[config.mk]
export PLATFORM = sky130hd
export DESIGN_NAME = pipe_hazard_ctrl
export DESIGN_NICKNAME = d
export VERILOG_FILES = /design/src/rtl/pipe_hazard_ctrl.sv
export SDC_FILE = /design/constraint.sdc
export NUM_CORES = 1
export LEC_CHECK = 0
export CORE_MARGIN = 2
export CORE_UTILIZATION = 30
export CTS_BUF_LIST = sky130_fd_sc_hd__clkbuf_16
export DETAILED_ROUTE_END_ITERATION = 10
export GPL_ROUTABILITY_DRIVEN = 0
export PLACE_DENSITY = 0.63
export SYNTH_ARGS = -nofsm -noshare
export SYNTH_HDL_FRONTEND = slang
export SYNTH_SLANG_ARGS = --single-unit
[constraint.sdc]
create_clock -name clk -period 2.6 [get_ports clk]
set_clock_uncertainty 0.15 [all_clocks]
set_input_delay 0.39 -clock clk [delete_from_list [all_inputs] [get_ports clk]]
set_output_delay 0.39 -clock clk [all_outputs]
set_load 0.05 [all_outputs]
[src/rtl/pipe_hazard_ctrl.sv]
// pipe_hazard_ctrl: enable/flush sequencer for the 5-stage pipeline covering boot drain, load-use,
// EX redirects and data-memory waits. Define HAZ_PERF_CNT_EN to add the stall/flush/memwait counters.
module pipe_hazard_ctrl #(
    parameter int BOOT_CYCLES = 2,
    parameter int MEM_TIMEOUT = 255
`ifdef HAZ_PERF_CNT_EN
    ,
    parameter int CNT_W       = 32
`endif
) (
    input  logic             clk,
    input  logic             reset,
    input  logic [4:0]       id_rs1,
    input  logic [4:0]       id_rs2,
    input  logic             id_rs1_used,
    input  logic             id_rs2_used,
    input  logic             ex_memread,
    input  logic [4:0]       ex_rd,
    input  logic             ex_redirect,
    input  logic             mem_req,
    input  logic             mem_ack,
    output logic             pc_en,
    output logic             ifid_en,
    output logic             idex_en,
    output logic             exmem_en,
    output logic             memwb_en,
    output logic             ifid_flush,
    output logic             idex_flush,
    output logic             exmem_flush,
    output logic             memwb_flush,
`ifdef HAZ_PERF_CNT_EN
    output logic [CNT_W-1:0] stall_cnt,
    output logic [CNT_W-1:0] flush_cnt,
    output logic [CNT_W-1:0] memwait_cnt,
`endif
    output logic             mem_err
);

    localparam int BOOT_W = (BOOT_CYCLES > 1) ? $clog2(BOOT_CYCLES) : 1;
    localparam int WAIT_W = $clog2(MEM_TIMEOUT + 2);
    localparam logic [BOOT_W-1:0] BOOT_LAST  = BOOT_W'(BOOT_CYCLES - 1);
    localparam logic [WAIT_W-1:0] WAIT_LIMIT = WAIT_W'(MEM_TIMEOUT);
    localparam bit                TIMEOUT_EN = (MEM_TIMEOUT != 0);

    typedef enum logic [1:0] {
        ST_BOOT,
        ST_RUN,
        ST_MEM_WAIT
    } state_t;

    state_t             state_reg, state_next;
    logic [BOOT_W-1:0]  boot_cnt_reg, boot_cnt_next;
    logic [WAIT_W-1:0]  wait_cnt_reg, wait_cnt_next;
    logic               mem_err_reg, mem_err_next;

    logic               active;
    logic               mem_stall;
    logic               load_use;

    assign active = (state_reg == ST_RUN) || (state_reg == ST_MEM_WAIT);

    // Once waiting, only the ack releases the freeze; the frozen EX/MEM still holds mem_req.
    assign mem_stall = ~mem_ack & ((state_reg == ST_MEM_WAIT) | mem_req);

    assign load_use = ex_memread && (ex_rd != 5'd0) &&
                      ((id_rs1_used && (id_rs1 == ex_rd)) || (id_rs2_used && (id_rs2 == ex_rd)));

    assign mem_err = mem_err_reg;

    always_ff @(posedge clk or posedge reset) begin
        if (reset) begin
            state_reg    <= ST_BOOT;
            boot_cnt_reg <= '0;
            wait_cnt_reg <= '0;
            mem_err_reg  <= 1'b0;
        end else begin
            state_reg    <= state_next;
            boot_cnt_reg <= boot_cnt_next;
            wait_cnt_reg <= wait_cnt_next;
            mem_err_reg  <= mem_err_next;
        end
    end

    always_comb begin
        state_next    = state_reg;
        boot_cnt_next = boot_cnt_reg;
        wait_cnt_next = wait_cnt_reg;
        mem_err_next  = mem_err_reg;
        pc_en         = 1'b1;
        ifid_en       = 1'b1;
        idex_en       = 1'b1;
        exmem_en      = 1'b1;
        memwb_en      = 1'b1;
        ifid_flush    = 1'b0;
        idex_flush    = 1'b0;
        exmem_flush   = 1'b0;
        memwb_flush   = 1'b0;

        case (state_reg)
            ST_BOOT: begin
                pc_en       = 1'b0;
                ifid_flush  = 1'b1;
                idex_flush  = 1'b1;
                exmem_flush = 1'b1;
                memwb_flush = 1'b1;
                if (boot_cnt_reg == BOOT_LAST) begin
                    state_next    = ST_RUN;
                    boot_cnt_next = '0;
                end else begin
                    boot_cnt_next = boot_cnt_reg + 1'b1;
                end
            end

            ST_RUN, ST_MEM_WAIT: begin
                if (mem_stall) begin
                    pc_en       = 1'b0;
                    ifid_en     = 1'b0;
                    idex_en     = 1'b0;
                    exmem_en    = 1'b0;
                    memwb_flush = 1'b1;
                    state_next  = ST_MEM_WAIT;
                    if (state_reg == ST_RUN) begin
                        wait_cnt_next = WAIT_W'(1);
                    end else begin
                        if (wait_cnt_reg != '1)
                            wait_cnt_next = wait_cnt_reg + 1'b1;
                        // A timeout only counts while the access is still outstanding.
                        if (TIMEOUT_EN && (wait_cnt_reg == WAIT_LIMIT))
                            mem_err_next = 1'b1;
                    end
                end else begin
                    state_next    = ST_RUN;
                    wait_cnt_next = '0;
                    if (ex_redirect) begin
                        ifid_flush = 1'b1;
                        idex_flush = 1'b1;
                    end else if (load_use) begin
                        pc_en      = 1'b0;
                        ifid_en    = 1'b0;
                        idex_flush = 1'b1;
                    end
                end
            end

            default: begin
                state_next = ST_BOOT;
            end
        endcase
    end

`ifdef HAZ_PERF_CNT_EN
    logic [CNT_W-1:0] stall_cnt_reg, flush_cnt_reg, memwait_cnt_reg;
    logic             lu_evt, redir_evt, wait_evt;

    // Events are counted only when the rule actually drives the outputs.
    assign lu_evt    = active && !mem_stall && !ex_redirect && load_use;
    assign redir_evt = active && !mem_stall && ex_redirect;
    assign wait_evt  = (state_reg == ST_MEM_WAIT);

    always_ff @(posedge clk or posedge reset) begin
        if (reset) begin
            stall_cnt_reg   <= '0;
            flush_cnt_reg   <= '0;
            memwait_cnt_reg <= '0;
        end else begin
            if (lu_evt && (stall_cnt_reg != '1))
                stall_cnt_reg <= stall_cnt_reg + 1'b1;
            if (redir_evt && (flush_cnt_reg != '1))
                flush_cnt_reg <= flush_cnt_reg + 1'b1;
            if (wait_evt && (memwait_cnt_reg != '1))
                memwait_cnt_reg <= memwait_cnt_reg + 1'b1;
        end
    end

    assign stall_cnt   = stall_cnt_reg;
    assign flush_cnt   = flush_cnt_reg;
    assign memwait_cnt = memwait_cnt_reg;
`endif

endmodule

==> impl_metrics.env, run 1 <==
export IMPL_clkTransAtPathRegs_ns=0.04
export IMPL_pwr_density_cell_nw_per_um2=1160
export IMPL_dr_total_vias=949
export IMPL_drive_above_1_share=0.191
export IMPL_grt_start_max_net_pins=14
export IMPL_slew_viol_final=0
export IMPL_grt_pass1_wl_um=4330
export IMPL_leakage_nw=0.676
export IMPL_relSlewSlack=0.662
export IMPL_design_area_sq_um=1550
export IMPL_ys_flop_type="dfrtp_1"
export IMPL_clk_latency_ns=0.24
export IMPL_avgSynthCellArea_sq_um=8.88
export IMPL_peakVddDrop_mv=0.623
export IMPL_setup_violations=0
export IMPL_start_kind="primary input"
export IMPL_viasPerCell=4.84
export IMPL_nFillCells=316
export IMPL_row_count=20
export IMPL_nets=183
export IMPL_port_buffer_count=31
export IMPL_area_growth_pct=55.5
export IMPL_ys_seq_area_frac=0.327
export IMPL_arrival_ns=1.97
export IMPL_grtUsageTotal=0.155
export IMPL_dieArea_sq_um=3790
export IMPL_wl_per_cell_um=12.6
export IMPL_synth_area_sq_um=995
export IMPL_critical_path_class="in2out"
export IMPL_ys_types=41
export IMPL_numCtsBuffers=3
export IMPL_ios=33
export IMPL_die_y_um=61.6
export IMPL_utilization=0.498
export IMPL_ff2ff_setup_slack_ns=0.46
export IMPL_yosysWarnings=0
export IMPL_register_area_sq_um=325
export IMPL_start_util=0.321
export IMPL_layout_commonest_cell="clkdlybuf4s50_1"
export IMPL_synth_nets=142
export IMPL_antennaDiodeCount=0
export IMPL_max_freq_mhz=399
export IMPL_cts_path_max_buffers=2
export IMPL_worst_hold_slack_ns=0.309
export IMPL_ys_async_sr_fraction=1.00
export IMPL_min_period_over_period=0.964
export IMPL_end_kind="primary output"
export IMPL_totalWireLength_um=2470
export IMPL_cp_required_ns=2.06
export IMPL_drt_pre_antenna_iters=3
export IMPL_grt_pass1_vias=962
export IMPL_multi_input_area_sq_um=637
export IMPL_dp_hpwl_um=1970
export IMPL_drc=0
export IMPL_hold_path_class="reg2reg"
export IMPL_maxCapViolations=0
export IMPL_tightest_slew_ns=0.506
export IMPL_dpl_cell_area_sq_um=1430
export IMPL_cts_tree="yes"
export IMPL_status="finished, final reports clean"
export IMPL_largest_reg_flops=9
export IMPL_rsz0062_at_grt="false"
export IMPL_cts_sinks=13
export IMPL_core_area_sq_um=3100
export IMPL_htreeDepth=1
export IMPL_first_iter_violations=21
export IMPL_synth_seq_cells=13
export IMPL_ant_nets=0
export IMPL_antenna_found_initial=0
export IMPL_layout_common_cells="clkdlybuf4s50_1, dfrtp_1, buf_4"
export IMPL_hold_viol_final=0
export IMPL_gr_total_overflow=0
export IMPL_path_max_fanout=3
export IMPL_synthCells=112
export IMPL_synth_edf_count=0
export IMPL_fp_dieW_um=61.6
export IMPL_root_buffer="clkbuf_16"
export IMPL_min_period_ns=2.51
==> timing repair <==
item                                    CTS  global route
gates resized for setup                   0             9
hold buffers                              0             0
setup buffers                             0             1
hold endpoints to repair                  0             0
endpoints found under the setup margin    1             3
pin swaps                                 1             3
==> path summary, 6_finish.rpt <==
kind / start / end / cells after the start
max in group asynchronous: reset / boot_cnt_reg / 2
hold / removal: mem_err / mem_err / 1
hold reg to reg: mem_err / mem_err / 1
setup / recovery: ex_rd[0] / idex_flush / 6
setup reg to reg: wait_cnt_reg[3] / wait_cnt_reg[5] / 7
min in group asynchronous: reset / mem_err / 2
==> cell usage after synthesis (2+ instances only) <==
master     count  area share
dfrtp_1       13        0.33
xnor2_1       10       0.088
nand2_1        9       0.034
o21ai_1        8       0.040
ha_1           7       0.088
inv_1          6       0.023
nor2_1         6       0.023
o31ai_1        5       0.038
nand3_1        4       0.020
nand4_1        4       0.025
nor3_1         4       0.020
a21oi_1        2       0.010
and4_1         2       0.018
buf_4          2       0.015
nand2b_1       2       0.013
nor2b_1        2       0.013
o2bb2ai_1      2       0.018
==> routing by layer <==
layer	GRT usage	wire, um	vias up
li1	-	-	481
met1	0.195	1150	449
met2	0.253	1200	14
met3	0.0462	77	5
met4	0.0517	40	0
met5	0	0	-
==> worst max-delay path: stages <==
cell and delay (ns):
clkdlybuf4s50_1 0.60, xnor2_1 0.15, nand4_1 0.12, o22ai_1 0.35
a21o_1 0.17, buf_4 0.19
==> cells by family (layout without fill, tap and decap cells) <==
| kind of cell | count (synthesis) | count (layout) | share of synthesized area |
|---|---|---|---|
| mux | 1 | 1 | 0.0101 |
| compound gates | 31 | 31 | 0.223 |
| simple gates | 37 | 37 | 0.199 |
| flops | 13 | 13 | 0.327 |
| other cells | 1 | 1 | 0.00377 |
| fa+ha+maj | 7 | 7 | 0.0880 |
| buf+inv | 11 | 51 | 0.0528 |
| xor+xnor | 11 | 11 | 0.0969 |
==> where the power goes <==
part / leakage (nW) / switching (W) / internal [W]
Clock: 0.0423 / 0.0000844 / 0.000203
Combinational: 0.459 / 0.000719 / 0.000502
Sequential: 0.175 / 0.0000385 / 0.000247
Total: 0.676 / 0.000842 / 0.000952
==> through the flow <==
stage | total power, W | setup TNS (ns) | setup WS [ns] | instances
final | 0.00179 | 0 | 0.0937 | 196
after global routing | 0.00190 | 0 | 0.0291 | 196
after CTS | 0.00179 | 0 | 0.0202 | 195
after detailed placement | 0.00150 | -0.00170 | -0.00170 | 191
after global placement | 0.00149 | 0 | 0.0247 | 191
after floorplan | 0.00103 | 0 | 0.0270 | 112
==> final cells by class <==
cell class	count	share of cell area
Multi-Input combinational cell	88	0.412
Timing Repair Buffer	39	0.270
Sequential cell	13	0.210
Clock buffer	3	0.0485
Tap cell	44	0.0356
Inverter	8	0.0210
Clock inverter	1	0.00243
Power figures use the tool's default switching activity.
==> run 2, diff against run 1 <==
CORE_MARGIN = default   (was 2)
==> run 2 against run 1 <==
Compared with the run above:
- non-clock buffer count unchanged
- count of clock-buffer cells in the layout unchanged
- design area unchanged
- sequential cell count unchanged
- via count up 0.74%
- core utilization unchanged
- cell count unchanged
- global-route usage up 0.88 points
==> impl_metrics.env, run 2 (synthesized netlist as in run 1, its figures left out) <==
export IMPL_root_buffer="clkbuf_16"
export IMPL_totalWireLength_um=2600
export IMPL_min_period_ns=2.57
export IMPL_grt_start_max_net_pins=14
export IMPL_cts_path_max_buffers=2
export IMPL_dieArea_sq_um=3550
export IMPL_min_delay_start="mem_err"
export IMPL_ff2ff_setup_slack_ns=0.45
export IMPL_status="finished, final reports clean"
export IMPL_row_count=20
export IMPL_first_iter_violations=23
export IMPL_dr_total_vias=956
export IMPL_relSlewSlack=0.662
export IMPL_layout_common_cells="clkdlybuf4s50_1, dfrtp_1, buf_4"
export IMPL_setup_violations=0
export IMPL_arrival_ns=2.03
export IMPL_peakVddDrop_mv=0.675
export IMPL_p_comb_frac=0.684
export IMPL_grt_use_met1=0.213
export IMPL_core_area_sq_um=3100
export IMPL_clkTransAtPathRegs_ns=0.04
export IMPL_drc=0
export IMPL_min_path_cells=1
export IMPL_fp_dieW_um=59.6
export IMPL_max_freq_mhz=389
export IMPL_reg2reg_to="wait_cnt_reg[5]"
export IMPL_tns_ns=0
export IMPL_nFillCells=309
export IMPL_power_switching_w=0.000859
export IMPL_r2r_cells=7
export IMPL_dp_hpwl_um=2050
export IMPL_place_ws_ns=0.00275
export IMPL_grt_busiest_layer="met2"
export IMPL_path_max_fanout=2
export IMPL_wl_per_cell_um=13.3
export IMPL_slowest_stage="or4_4"
export IMPL_viasPerCell=4.88
export IMPL_fin_ws_ns=0.0278
export IMPL_design_area_sq_um=1550
export IMPL_leakage_nw=0.669
export IMPL_cts_sinks=13
export IMPL_drt_pre_antenna_iters=4
export IMPL_port_buffer_count=31
export IMPL_start_util=0.321
export IMPL_total_power_w=0.00181
export IMPL_grt_pass1_vias=941
export IMPL_start_kind="primary input"
export IMPL_layout_commonest_cell="clkdlybuf4s50_1"
export IMPL_drive_above_1_share=0.184
export IMPL_met2_usage=0.281
export IMPL_hold_viol_final=0
export IMPL_clock_power_share=0.157
export IMPL_hold_path_class="reg2reg"
export IMPL_met3_usage=0.0393
export IMPL_min_period_over_period=0.989
export IMPL_ant_nets=0
export IMPL_antennaDiodeCount=0
export IMPL_numCtsBuffers=3
export IMPL_area_growth_pct=55.5
export IMPL_critical_path_class="in2out"
export IMPL_cts_hold_repair_buffers=0
export IMPL_nets=183
export IMPL_worstHoldEndpoint="mem_err"
export IMPL_htreeDepth=1
export IMPL_slowest_delay_ns=0.45
export IMPL_die_y_um=59.6
export IMPL_gr_total_overflow=0
export IMPL_cp_cell_sequence="clkdlybuf4s50_1 > or4_4 > o21ai_4 > nor3_4 > a211oi_2 > clkbuf_16"
export IMPL_pwr_density_cell_nw_per_um2=1170
export IMPL_dpl_cell_area_sq_um=1430
export IMPL_rr_startpoint="wait_cnt_reg[5]"
export IMPL_grtUsageTotal=0.164
export IMPL_end_kind="primary output"
export IMPL_grt_pass1_wl_um=4330
export IMPL_largest_reg_flops=9
export IMPL_cts_tree="yes"
export IMPL_clk_latency_ns=0.24
export IMPL_antenna_found_initial=0
export IMPL_tightest_slew_ns=0.507
export IMPL_slew_viol_final=0
export IMPL_ios=33
export IMPL_cp_required_ns=2.06
export IMPL_p_int_w=0.000953
export IMPL_register_area_sq_um=325
export IMPL_multi_input_area_sq_um=639
export IMPL_seqPwrFrac=0.159
export IMPL_maxCapViolations=0
export IMPL_p_sw_frac=0.474
-- run 2: worst max-delay path: cells and delay by family --
family          cells  cell delay, ns
compound gates      2            0.48
simple gates        2            0.50
buf+inv             2            0.65
-- run 2: metrics by stage --
step | hold slack (ns) | util | std cells
after floorplan | 0.117 | - | 112
after global placement | 0.299 | 0.460 | 191
after detailed placement | 0.304 | 0.460 | 191
after CTS | 0.314 | 0.485 | 195
after global routing | 0.328 | 0.498 | 196
final | 0.308 | 0.498 | 196
-- run 2: layout make-up --
type / count / area share
Sequential cell: 13 / 0.210
Tap cell: 44 / 0.0356
Multi-Input combinational cell: 88 / 0.413
Clock inverter: 1 / 0.00243
Inverter: 8 / 0.0210
Clock buffer: 3 / 0.0485
Timing Repair Buffer: 39 / 0.269
-- run 2: metal layers --
metal | vias up | share of wire | wire length, um
li1 | 484 | - | -
met1 | 459 | 0.46 | 1190
met2 | 13 | 0.52 | 1350
met3 | 0 | 0.021 | 54
met4 | 0 | 0 | 0
met5 | - | 0 | 0
-- run 2: power by group through the flow --
stage / Clock [W] / Combinational [W] / Sequential [W]
floorplan: 0 / 0.000754 / 0.000280
global placement: 0 / 0.00120 / 0.000287
detailed placement: 0 / 0.00122 / 0.000291
CTS: 0.000292 / 0.00122 / 0.000289
global route: 0.000299 / 0.00132 / 0.000294
finish: 0.000284 / 0.00124 / 0.000289
-- run 2: worst max path at each step --
stage	start	endpoint	slack, ns	cells after the start
floorplan	state_reg[0]	idex_flush	0.03	5
global placement	ex_rd[1]	pc_en	0.04	6
detailed placement	ex_rd[1]	pc_en	0.003	6
CTS	ex_rd[1]	pc_en	0.03	6
global route	ex_rd[1]	pc_en	-0.02	6
finish	ex_rd[1]	pc_en	0.03	6
-- run 2: timing repair --
item,CTS,global route
pin swaps,1,3
setup endpoints to repair,1,3
setup buffers,0,1
gates resized for setup,0,8
hold endpoints to repair,0,0
==> run 3, diff against run 2 <==
CORE_MARGIN = 1.5   (was default)
==> run 3 against run 2 <==
Compared with the run above:
- global-route usage is 0.84 points higher
- combinational power hardly changed
- critical path depth stayed put
==> impl_metrics.env, run 3 (synthesized netlist as in run 1, its figures left out) <==
export IMPL_status="finished, final reports clean"
export IMPL_cts_hold_repair_buffers=0
export IMPL_drive_above_1_share=0.184
export IMPL_grt_start_max_net_pins=14
export IMPL_port_buffer_count=31
export IMPL_first_iter_violations=28
export IMPL_grt_busiest_layer="met2"
export IMPL_cts_path_max_buffers=2
export IMPL_path_max_fanout=3
export IMPL_rr_startpoint="wait_cnt_reg[5]"
export IMPL_postCtsSetupBuffers=0
export IMPL_die_y_um=60.6
export IMPL_cp_required_ns=2.06
export IMPL_min_period_over_period=0.970
export IMPL_pwr_density_cell_nw_per_um2=1170
export IMPL_clk_latency_ns=0.24
export IMPL_layout_commonest_cell="clkdlybuf4s50_1"
export IMPL_clkTransAtPathRegs_ns=0.04
export IMPL_area_growth_pct=54.7
export IMPL_numCtsBuffers=3
export IMPL_slew_viol_final=0
export IMPL_core_area_sq_um=3100
export IMPL_htreeDepth=1
export IMPL_peakVddDrop_mv=0.685
export IMPL_relSlewSlack=0.658
export IMPL_drt_pre_antenna_iters=3
export IMPL_max_freq_mhz=397
export IMPL_maxCapViolations=0
export IMPL_layout_common_cells="clkdlybuf4s50_1, dfrtp_1, xnor2_1, buf_4, nand2_1"
export IMPL_tightest_slew_ns=0.512
export IMPL_ant_nets=0
export IMPL_dp_hpwl_um=2110
export IMPL_dieArea_sq_um=3670
export IMPL_wl_per_cell_um=13.3
export IMPL_root_buffer="clkbuf_16"
export IMPL_grt_pass1_vias=985
export IMPL_rsz0062_at_grt="false"
export IMPL_cts_sinks=13
export IMPL_row_count=20
export IMPL_viasPerCell=4.85
export IMPL_hold_viol_final=0
export IMPL_critical_path_class="in2out"
export IMPL_antenna_found_initial=0
export IMPL_largest_reg_flops=9
export IMPL_antennaDiodeCount=0
export IMPL_hold_path_class="reg2reg"
export IMPL_grt_pass1_wl_um=4650
export IMPL_dr_total_vias=950
export IMPL_drc=0
export IMPL_nets=183
export IMPL_gr_total_overflow=0
export IMPL_totalWireLength_um=2610
export IMPL_leakage_nw=0.661
export IMPL_ios=33
export IMPL_arrival_ns=1.98
export IMPL_fp_dieW_um=60.6
export IMPL_cts_tree="yes"
export IMPL_met3_usage=0.0512
export IMPL_utilization=0.496
export IMPL_startpoint="ex_rd[0]"
export IMPL_grtUsageTotal=0.172
export IMPL_min_period_ns=2.52
export IMPL_min_delay_start="mem_err"
export IMPL_met2_usage=0.275
export IMPL_register_area_sq_um=325
export IMPL_multi_input_area_sq_um=633
export IMPL_nFillCells=311
export IMPL_start_util=0.321
export IMPL_worst_hold_slack_ns=0.309
export IMPL_start_kind="primary input"
export IMPL_end_kind="primary output"
export IMPL_grt_use_met1=0.230
export IMPL_setup_violations=0
-- run 3: cell count changes in the layout (fill, tap and decap cells not counted) --
cell             before  now
dlygate4sd2_1         0    2
buf_4                11   10
buf_6                 0    1
clkdlybuf4s50_1      21   20
dlymetal6s2s_1        3    2
nor3_2                0    1
nor3_4                1    0
-- run 3: worst paths after layout --
kind / to / slack, ns / cells past startpoint
setup / recovery: ifid_en / 0.08 / 6
hold / removal: mem_err / 0.31 / 1
min in group asynchronous: wait_cnt_reg[1] / 0.34 / 2
hold reg to reg: mem_err / 0.31 / 1
setup reg to reg: wait_cnt_reg[5] / 0.43 / 7
max in group asynchronous: state_reg[0] / 1.62 / 2
-- run 3: layer usage --
metal,part of all wire,vias to the layer above,wire [um]
met5,0,-,0
met4,0.0073,0,19
met3,0.032,2,84
met2,0.50,18,1290
met1,0.46,444,1210
li1,-,486,-
-- run 3: final cells by class --
type,instances,area share
Tap cell,44,0.0358
Timing Repair Buffer,39,0.269
Clock inverter,1,0.00244
Multi-Input combinational cell,88,0.411
Clock buffer,3,0.0488
Inverter,8,0.0211
Sequential cell,13,0.211
-- run 3: per-stage QoR --
| step | total power (W) | setup slack [ns] | cells | TNS (ns) | cell area (sq um) |
|---|---|---|---|---|---|
| floorplan | 0.00103 | 0.0270 | 112 | 0 | 997 |
| global placement | 0.00149 | 0.0330 | 192 | 0 | 1440 |
| detailed placement | 0.00150 | -0.0768 | 192 | -0.155 | 1440 |
| CTS | 0.00181 | 0.00498 | 196 | 0 | 1530 |
| global route | 0.00192 | 0.0145 | 196 | 0 | 1540 |
| finish | 0.00180 | 0.0785 | 196 | 0 | 1540 |
-- run 3: repair_timing --
item,in CTS,in global routing
endpoints found under the setup margin,3,4
pin swaps,3,2
resized for setup,5,4
-- run 3: power breakdown --
part / internal [W] / total, W / leakage [nW] / switching [W]
combinational: 0.000508 / 0.00122 / 0.444 / 0.000717
sequential: 0.000247 / 0.000289 / 0.175 / 0.0000419
clock: 0.000203 / 0.000287 / 0.0423 / 0.0000839
total: 0.000958 / 0.00180 / 0.661 / 0.000842
-- run 3: worst max-delay path, cell delays in order --
cell and delay [ns]:
clkdlybuf4s50_1 0.62, xnor2_1 0.15, nand4_1 0.11, o22ai_1 0.32
a21oi_1 0.19, buf_12 0.19
